===== src/rtl/regfile_dump.sv =====
// regfile_dump: freezes the core, waits for the ROB to drain, then streams every
// architectural register out over a valid/ready interface while accumulating a
// 32-bit wrapping checksum of the transferred values.
//
// Ports
//   clk, reset          single clock, asynchronous active-high reset
//   dump_req            one-cycle request to start a dump (honoured only when idle)
//   rob_empty           no instructions in flight
//   freeze              stalls fetch/dispatch while a dump is in progress
//   rf_raddr, rf_rdata  debug read port into the register file (combinational data)
//   out_valid, out_ready, out_idx, out_data   dump stream
//   dump_done           one-cycle pulse at the end of a dump
//   dump_err            sticky: ROB failed to drain within DRAIN_MAX cycles
//   checksum            running sum of transferred beats, modulo 2^32
module regfile_dump #(
   parameter int unsigned NUM_REGS  = 32,
   parameter int unsigned DRAIN_MAX = 1024
) (
   input  logic        clk,
   input  logic        reset,
   input  logic        dump_req,
   input  logic        rob_empty,
   output logic        freeze,
   output logic [4:0]  rf_raddr,
   input  logic [31:0] rf_rdata,
   output logic        out_valid,
   input  logic        out_ready,
   output logic [4:0]  out_idx,
   output logic [31:0] out_data,
   output logic        dump_done,
   output logic        dump_err,
   output logic [31:0] checksum
);

   localparam int unsigned CntW    = $clog2(DRAIN_MAX) + 1;
   localparam logic [4:0]  LastIdx = 5'(NUM_REGS - 1);
   localparam logic [CntW-1:0] CntLast = CntW'(DRAIN_MAX - 1);

   typedef enum logic [2:0] {StIdle, StDrain, StLoad, StSend, StDone} state_e;

   state_e            state_q, state_d;
   logic [CntW-1:0]   cnt_q, cnt_d;
   logic [4:0]        idx_q, idx_d;
   logic [4:0]        out_idx_q, out_idx_d;
   logic [31:0]       out_data_q, out_data_d;
   logic [31:0]       checksum_q, checksum_d;
   logic              err_q, err_d;

   always_comb begin
      state_d    = state_q;
      cnt_d      = cnt_q;
      idx_d      = idx_q;
      out_idx_d  = out_idx_q;
      out_data_d = out_data_q;
      checksum_d = checksum_q;
      err_d      = err_q;
      unique case (state_q)
         StIdle: begin
            if (dump_req) begin
               state_d    = StDrain;
               err_d      = 1'b0;
               checksum_d = '0;
               idx_d      = '0;
               cnt_d      = '0;
            end
         end
         StDrain: begin
            if (rob_empty) begin
               state_d = StLoad;
            end else if (cnt_q == CntLast) begin
               // Timeout: give up without producing any beats.
               err_d   = 1'b1;
               state_d = StDone;
            end else begin
               cnt_d = cnt_q + CntW'(1);
            end
         end
         StLoad: begin
            // rf_raddr already presents idx, so rf_rdata is the value for idx.
            out_data_d = rf_rdata;
            out_idx_d  = idx_q;
            state_d    = StSend;
         end
         StSend: begin
            if (out_ready) begin
               checksum_d = checksum_q + out_data_q;
               if (idx_q == LastIdx) begin
                  state_d = StDone;
               end else begin
                  idx_d   = idx_q + 5'd1;
                  state_d = StLoad;
               end
            end
         end
         StDone: begin
            state_d = StIdle;
         end
         default: begin
            state_d = StIdle;
         end
      endcase
   end

   always_ff @(posedge clk or posedge reset) begin
      if (reset) begin
         state_q    <= StIdle;
         cnt_q      <= '0;
         idx_q      <= '0;
         out_idx_q  <= '0;
         out_data_q <= '0;
         checksum_q <= '0;
         err_q      <= 1'b0;
      end else begin
         state_q    <= state_d;
         cnt_q      <= cnt_d;
         idx_q      <= idx_d;
         out_idx_q  <= out_idx_d;
         out_data_q <= out_data_d;
         checksum_q <= checksum_d;
         err_q      <= err_d;
      end
   end

   // Decoded straight from the state register so reset drops them immediately.
   assign freeze    = (state_q != StIdle);
   assign out_valid = (state_q == StSend);
   assign dump_done = (state_q == StDone);
   assign rf_raddr  = idx_q;
   assign out_idx   = out_idx_q;
   assign out_data  = out_data_q;
   assign checksum  = checksum_q;
   assign dump_err  = err_q;

endmodule


===== config.mk =====
export PLATFORM = sky130hd
export DESIGN_NAME = regfile_dump
export DESIGN_NICKNAME = d
export VERILOG_FILES = /design/src/rtl/regfile_dump.sv
export SDC_FILE = /design/constraint.sdc
export NUM_CORES = 1
export LEC_CHECK = 0
export CORE_ASPECT_RATIO = 1.1
export CORE_MARGIN = 1
export CORE_UTILIZATION = 50
export CTS_CLUSTER_SIZE = 14
export DETAILED_ROUTE_END_ITERATION = 16
export GPL_TIMING_DRIVEN = 0
export MAX_ROUTING_LAYER = met4
export PLACE_DENSITY = 0.81
export SLEW_MARGIN = 25
export SYNTH_ARGS = -nofsm -noshare
export SYNTH_HDL_FRONTEND = slang
export SYNTH_SLANG_ARGS = --single-unit

===== constraint.sdc =====
create_clock -name clk -period 3.3 [get_ports clk]
set_input_delay 0.33 -clock clk [delete_from_list [all_inputs] [get_ports clk]]
set_output_delay 0.33 -clock clk [all_outputs]
set_load 0.005 [all_outputs]

# --- After elaboration in Yosys (flattened, before gate mapping) ---
# Cells that the tools add are included.
totals:
  reg_bits: 89
  latch_bits: 0
  ramBits: 0
  rom_bits: 0
  inputBits: 37
  output_inout_bits: 78
  word_cells: 53
  mem_count: 0
op_classes:
  n_addsub: 3
  n_mul: 0
  div_mod_pow: 0
  n_lt_le_gt_ge: 0
  n_eq_ne: 13
  shifts: 0
  mux: 21
  bitwise_logic: 0
  reduce_logical: 9
op_table:
  columns: ["operator", "n"]
  rows:
  - ["$mux 32", 2]
  - ["$pmux 32 s2", 1]
  - ["$mux 11", 3]
  - ["$add 32x32->32", 1]
  - ["$pmux 11 s2", 1]
  - ["$mux 3", 5]
  - ["$mux 5", 3]
  - ["$pmux 3 s4", 1]
  - ["$reduce_and 4->1", 3]
  - ["$add 11x1->11 const B", 1]
  - ["$eq 11x10->1 const B", 1]
  - ["$ne 2x2->1 const B", 5]
  - ["$pmux 5 s2", 1]
  - ["$eq 3x2->1 const B", 2]
  - ["$reduce_and 3->1", 2]
  - ["$add 5x1->5 const B", 1]
  - ["$eq 5x5->1 const B", 1]
  - ["$reduce_bool 2->1", 2]
  - ["$eq 3x1->1 const B", 1]
  - ["$eq 3x3->1 const B", 1]
  - ["$logic_not 3->1", 1]
  - ["$mux 1", 3]
  - ["$ne 3x3->1 const B", 1]
  - ["$reduce_bool 3->1", 1]
  - ["other kinds (2)", 2]

# --- Logic depth before layout (Yosys ltp) ---
depth:
  depth_word: 4
  mapped_depth: 12

# --- Least setup slack after synthesis ---
# No wires, ideal clock.
synth_path:
  kind: "reg2reg"
  start: "register checksum_q[0], in the netlist checksum[0]"
  end: "register checksum_q[26], in the netlist checksum[26]"
  setup_ns: 0.122
  arrival_ns: 2.579
  slack_ns: 0.599
  path_stages_with_launch: 13
  n_path_buf: 0
  period_less_slack_ns: 2.701
  cell_sequence: "dfrtp_1 > ha_1 > inv_1 > fa_1 > nor2b_4 > o2111ai_2 > a211oi_2 > o31ai_4 > a21oi_2 > a41oi_2 > a21boi_1 > o21ai_0 > a32o_1"
synth_between:
  elab_chain_cells: 3
synth_rtl:
  columns: ["element", "line_no", "source"]
  rows:
  - ["from (decl)", "46", "logic [31:0] checksum_q, checksum_d;"]
  - ["from (signal assigned)", "119", "checksum_q <= checksum_d;"]
  - ["$add 32x32->32", "86", "checksum_d = checksum_q + out_data_q;"]
  - ["$mux 32", "85", "if (out_ready) begin"]
  - ["$pmux 32 s2", "57", "unique case (state_q)"]
# Every way passes these cells. The select of a mux whose other input is x is not followed.
# A chain may end at the register's enable or synchronous reset.

# --- Worst setup path after layout ---
layout_path:
  start: "register out_data_q[0], in the netlist out_data[0]"
  end: "register checksum_q[26], in the netlist checksum[26]"
layout_between:
  elab_chain_cells: 3
layout_rtl:
  columns: ["element", "line_no", "source"]
  rows:
  - ["from (decl)", "45", "logic [31:0] out_data_q, out_data_d;"]
  - ["from (signal assigned)", "118", "out_data_q <= out_data_d;"]
  - ["$add 32x32->32", "86", null]
  - ["$mux 32", "85", null]
  - ["$pmux 32 s2", "57", null]
# Every way passes these cells. The select of a mux whose other input is x is not followed.

==> impl_metrics.json <==
{
  "outcome": "finished with violations",
  "violations": "DRC",
  "die_w_um": 97.92,
  "p_total_mw": 5.470,
  "die-area_um2": 10530,
  "startpoint_type": "register",
  "start_util_pct": 51.41,
  "crit_type": "reg -> reg",
  "cp_data_required_time_ns": 3.57,
  "layout-drive-gt1-share_pct": 12.38,
  "netlist_area_um2": 5060,
  "synth_ff_type": "dfrtp_1",
  "max-clock-path-buffers": 2,
  "placementRows": 38,
  "fillers": 767,
  "setup_violations": 0,
  "post-cts-setup-buffers": 0,
  "slew_viol_final": 0,
  "fmax_ghz": 0.3215,
  "p_per_area_nw_per_um2": 831.4,
  "grt_antenna_before_repair": 0,
  "reg2reg_to": "checksum[26]$_DFFE_PP0P_",
  "p_seq_share_pct": 30.8,
  "grt_overflow": 0,
  "stdcell_area_um2": 6579,
  "cts.repair.resized": 0,
  "r2r_start": "out_data[0]$_DFFE_PP0N_",
  "first_iter_violations": 149,
  "areaGrowthSynthToFinish_pct": 30.02,
  "firstDrtPassIters": 12,
  "yosysWarnings": 0,
  "synth_cells": 491,
  "post_drt_wl_per_cell_um": 16.24,
  "hold_buffers": 0,
  "synth_edf_count": 0,
  "dr_total_vias": 4243,
  "fin_crit_sh_pct": 94.26,
  "period_needed_ns": 3.111,
  "hold_class": "in -> async",
  "power.switching_mw": 2.134,
  "worst_pin_slew_ns": 0.6580,
  "place.gp.congestion": 0.8858,
  "maxCapViolCount": 0,
  "setup_ws_ns": 0.1893,
  "layout.cells.most_common_list": "114 x clkdlybuf4s50_1, 89 x dfrtp_1, 57 x nand2_1, 41 x o21ai_0, 36 x mux2_2",
  "pre_cts_slack_ns": 0.2600,
  "avgSynthCellArea_um2": 10.31,
  "final_common_cell": "clkdlybuf4s50_1",
  "dieHeight_um": 107.5,
  "coreArea_um2": 9842,
  "critPathMaxStageDelay_ns": 0.43,
  "reg2reg_depth": 12,
  "slew_headroom_pct": 56.14,
  "switching_share_pct": 39.02,
  "ant_nets": 0,
  "clk_pin_slew_worst_paths_ns": 0.09,
  "cts_root_buffer": "clkbuf_8",
  "ir_drop_uv": 380.8,
  "drt-total-wl_um": 12050,
  "viasPerCell": 5.718,
  "cp_slowest_cell": "fa_1",
  "gr-usage-all-layers_pct": 24.64,
  "cts_made_buffers": 9,
  "post_dp_cell_area_um2": 6384,
  "internal_power_mw": 3.336,
  "power.leakage_nw": 2.880,
  "syn-num-nets": 563,
  "grt_pass1_vias": 4298,
  "placed_cells": 726,
  "cts_tree": "built",
  "grt_pass1_wl_um": 20060,
  "yosysSeqAreaShare_pct": 44.02,
  "ys_types": 63,
  "numPortBuffers": 114,
  "dp_hpwl_um": 8979,
  "grt_start_max_net_pins": 63,
  "final_nets": 689,
  "ys_ff_latch": 89,
  "cp-end-kind": "register",
  "reg2reg_slack_ns": 0.19,
  "htreeDepth": 3,
  "critPathArrivalTime_ns": 3.38,
  "path_cells": "ha_1 -> inv_1 -> fa_1 -> nor2b_4 -> o2111ai_2 -> a211oi_2 -> o31ai_4 -> a21oi_2 -> a41oi_2 -> a21boi_1 -> o21ai_0 -> a32o_1",
  "drc": 11,
  "hold_viol": 0,
  "pwr-share-comb_pct": 55.4,
  "clk_latency_ns": 0.38,
  "final_cells": 742,
  "clock-sinks": 89,
  "async_reset_ff_share_pct": 100.0,
  "p_clk_share_pct": 13.8,
  "rsz0062_at_grt": "false",
  "pin_count": 115,
  "finalClockSkew_ns": 0.006974,
  "crit_fanout": 4,
  "diodes": 0
}
[layer usage]
layer,share of wire (%),track usage (%)
met3,5.6,4.870
met5,0,-
met1,44,30.13
met4,1.2,8.874
met2,49,40.74
[Yosys cell counts, types with 2 or more instances]
library cell | count | area share, %
a211oi_1 | 4 | 0.59
a21boi_0 | 2 | 0.30
a21o_1 | 16 | 2.4
a21oi_1 | 29 | 2.9
a21oi_2 | 2 | 0.35
a31o_1 | 2 | 0.35
a31o_2 | 2 | 0.35
a31oi_1 | 2 | 0.25
a32o_1 | 3 | 0.59
a41oi_2 | 2 | 0.64
and3_1 | 2 | 0.25
and3_2 | 3 | 0.45
and4_1 | 3 | 0.52
clkbuf_1 | 10 | 0.74
dfrtp_1 | 89 | 44
ha_1 | 34 | 8.4
inv_1 | 18 | 1.3
mux2_2 | 36 | 8.0
nand2_1 | 57 | 4.2
nand2b_1 | 2 | 0.25
nand3_1 | 11 | 1.1
nand3b_1 | 2 | 0.30
nand4_1 | 4 | 0.49
nand4b_1 | 2 | 0.35
nor2_1 | 22 | 1.6
nor2b_1 | 2 | 0.25
nor3_1 | 10 | 0.99
nor3b_1 | 2 | 0.30
o211ai_1 | 5 | 0.74
o21ai_0 | 41 | 4.1
o21ai_1 | 3 | 0.30
o21bai_1 | 2 | 0.30
o22ai_1 | 2 | 0.25
or3_1 | 3 | 0.37
xnor2_1 | 16 | 2.8
xor2_1 | 19 | 3.3
[layout make-up]
class                      instances  area, µm²  area share (%)
clock inverter                     7      71.32           1.084
tap                              120      150.1           2.282
timing repair buffer             115       1169           17.76
clock buffer                       9      123.9           1.883
inverter                          18      72.57           1.103
sequential                        89       2227           33.85
multi-input combinational        371       2708           41.16
buffer                            13      57.56          0.8749
[critical path, delay by kind of cell (launching register included)]
family,cells,cell delay (ns)
fa+ha+maj,2,0.66
buf+inv,1,0.07
simple gates,1,0.15
compound gates,8,1.72
flops,1,0.40
[through the flow]
step / hold WS (ns) / utilization, % / TNS [ns]
3_3_place_gp: 0.4684 / 64.53 / -63.51
2_1_floorplan: 0.4468 / - / 0
6_report: 0.2880 / 66.84 / 0
4_1_cts: 0.2976 / 66.84 / 0
3_5_place_dp: 0.4849 / 64.86 / 0
5_1_grt: 0.3035 / 66.84 / 0
[state kept, by name, indices dropped and copies added (netlist names)]
| register | count |
|---|---|
| checksum | 32 |
| cnt_q | 11 |
| dump_err | 1 |
| out_data | 32 |
| out_idx | 5 |
| rf_raddr | 5 |
| state_q | 3 |
[worst max-delay path by stage]
stage,start,to,slack (ns)
global route,out_data[0]$_DFFE_PP0N_,checksum[26]$_DFFE_PP0P_,0.01
finish,out_data[0]$_DFFE_PP0N_,checksum[26]$_DFFE_PP0P_,0.19
floorplan,checksum[0]$_DFFE_PP0P_,checksum[26]$_DFFE_PP0P_,0.60
CTS,out_data[0]$_DFFE_PP0N_,checksum[26]$_DFFE_PP0P_,0.22
global placement,reset,out_data[31]$_DFFE_PP0N_,-0.72
detailed placement,out_data[0]$_DFFE_PP0N_,checksum[26]$_DFFE_PP0P_,0.26
[power by group through the flow]
stage               sequential [mW]  clock (mW)  combinational, mW
global placement               1.69           0               2.87
global route                   1.73       0.814               3.34
CTS                            1.69       0.766               3.02
floorplan                      1.68           0               1.92
finish                         1.68       0.753               3.03
detailed placement             1.71           0               2.99
[kinds of logic (layout without fill, tap and decap cells)]
group	count (synthesis)	in the layout	share of synthesized area, %
simple gates	130	130	12.31
flops	89	89	44.02
fa+ha+maj	35	35	8.803
xor+xnor	35	35	6.058
mux	37	37	8.210
buf+inv	31	162	2.473
compound gates	134	134	18.13
(Power assumes the default switching activity.)
==> edit: new RTL, config.mk and constraints unchanged <==
Set the parameter `DRAIN_MAX` to 256 (it was 1024).
--- a/src/rtl/regfile_dump.sv
+++ b/src/rtl/regfile_dump.sv
@@ -14,7 +14,7 @@
 //   checksum            running sum of transferred beats, modulo 2^32
 module regfile_dump #(
    parameter int unsigned NUM_REGS  = 32,
-   parameter int unsigned DRAIN_MAX = 1024
+   parameter int unsigned DRAIN_MAX = 256
 ) (
    input  logic        clk,
    input  logic        reset,
Formal check against the unedited RTL: same outputs for any inputs over 10 cycles, from zero or initial values and one cycle with reset high; that may be too few to reach the edited logic, so the function may still have changed.
==> edit against the original RTL <==
  * Die area up 1.6%
  * Routed wire length grew 9.2%
  * Final area increased by 0.87%
  * Clock power decreased by 10%
  * Power rose by 16%
  * Count of clock-buffer cells in the layout rose by 2
  * Sequential cell count is 2 lower
  * Combinational power grew 27%
  * Area after synthesis grew 1.6%
  * Non-clock buffer count is 11 higher
  * Largest power group unchanged
  * Sequential share of layout area down 1.0 points
  * Hold slack got worse by 0.043 ns
  * Global-route usage is 1.9 points higher
  * Setup slack improved by 0.16 ns
==> edit: results (changes against the original RTL) <==
status complete, no violations; vias in the first global route 4617 (+7.4%); share of the synthesized netlist area taken by xor and xnor gates 4.77% (-1.3 points); post-synth top area share 42.3% (-1.7 points); share of cells above drive strength 1 10.3% (-2.1 points); Placer Congestion 0.954 (+7.7%); Placed Area 6470 um^2 (+1.4%); P_comb 0.00384 W (+27%); slowest cell delay on critical path 0.41 ns (-0.02 ns); Max VDD drop 0.476 mV (+25%); Post-Synthesis Cells 530 (+7.9%); drt first pass iters 6 (-6); final hold slack 0.245 ns (-0.0433 ns); mux contribution to synthesized area 8.66% (+0.45 points); Switch Pwr 0.00267 W (+25%); Yosys cell types 58 (-7.9%); Synth area leaders dfrtp_1, ha_1, mux2_2; Clock Skew 0.0110 ns (+0.00399 ns); syn_nets 603 (+7.1%); critical path arrival 3.20 ns (-0.18 ns); final WL 13200 um (+9.2%); Global Route Usage Sum 26.5% (+1.9 points); Seq/Total Area, Yosys 42.3% (-1.7 points); Via density 5.91 (+3.4%); FMAX 339 MHz (+5.5%); dpl cells 765 (+5.4%); setup slack, reg-to-reg 0.35 ns (+0.16 ns); iteration-0 DRC count of the detailed router 247 (+66%); final std cells w/o fill 780 (+5.1%); Final #Nets 729 (+5.8%)
-- edit: cell types whose count changed after synthesis, sizes merged, moves of 6 or more --
cell / change
nand3: +34
clkbuf: +9
o21ai: +7
nand2: -17
xor2: -6
nor3b: +6
-- edit: cell type report --
cell class | count | area, um^2
clock buffer | 11 | 141
tap | 120 | 150
timing repair buffer | 115 | 1170
fill | 810 | 3300
sequential | 87 | 2180
multi-input combinational | 401 | 2810
clock inverter | 4 | 22.5
buffer | 24 | 92.6
inverter | 18 | 72.6
-- edit: worst paths after layout --
check / endpoint / startpoint
max in group asynchronous: out_data[14] / reset
setup reg to reg: checksum[30] / out_data[0]
hold reg to reg: checksum[31] / checksum[31]
setup / recovery: checksum[30] / out_data[0]
min in group clk: checksum[31] / checksum[31]
hold / removal: out_idx[4] / reset
-- edit: layer usage --
layer  wire, um  global-route usage, %  part of all wire, %
met1       5660                   30.6                   43
met2       6690                   46.3                   51
met3        540                   4.27                  4.1
met4        270                   11.1                  2.1
met5          0                      -                    0
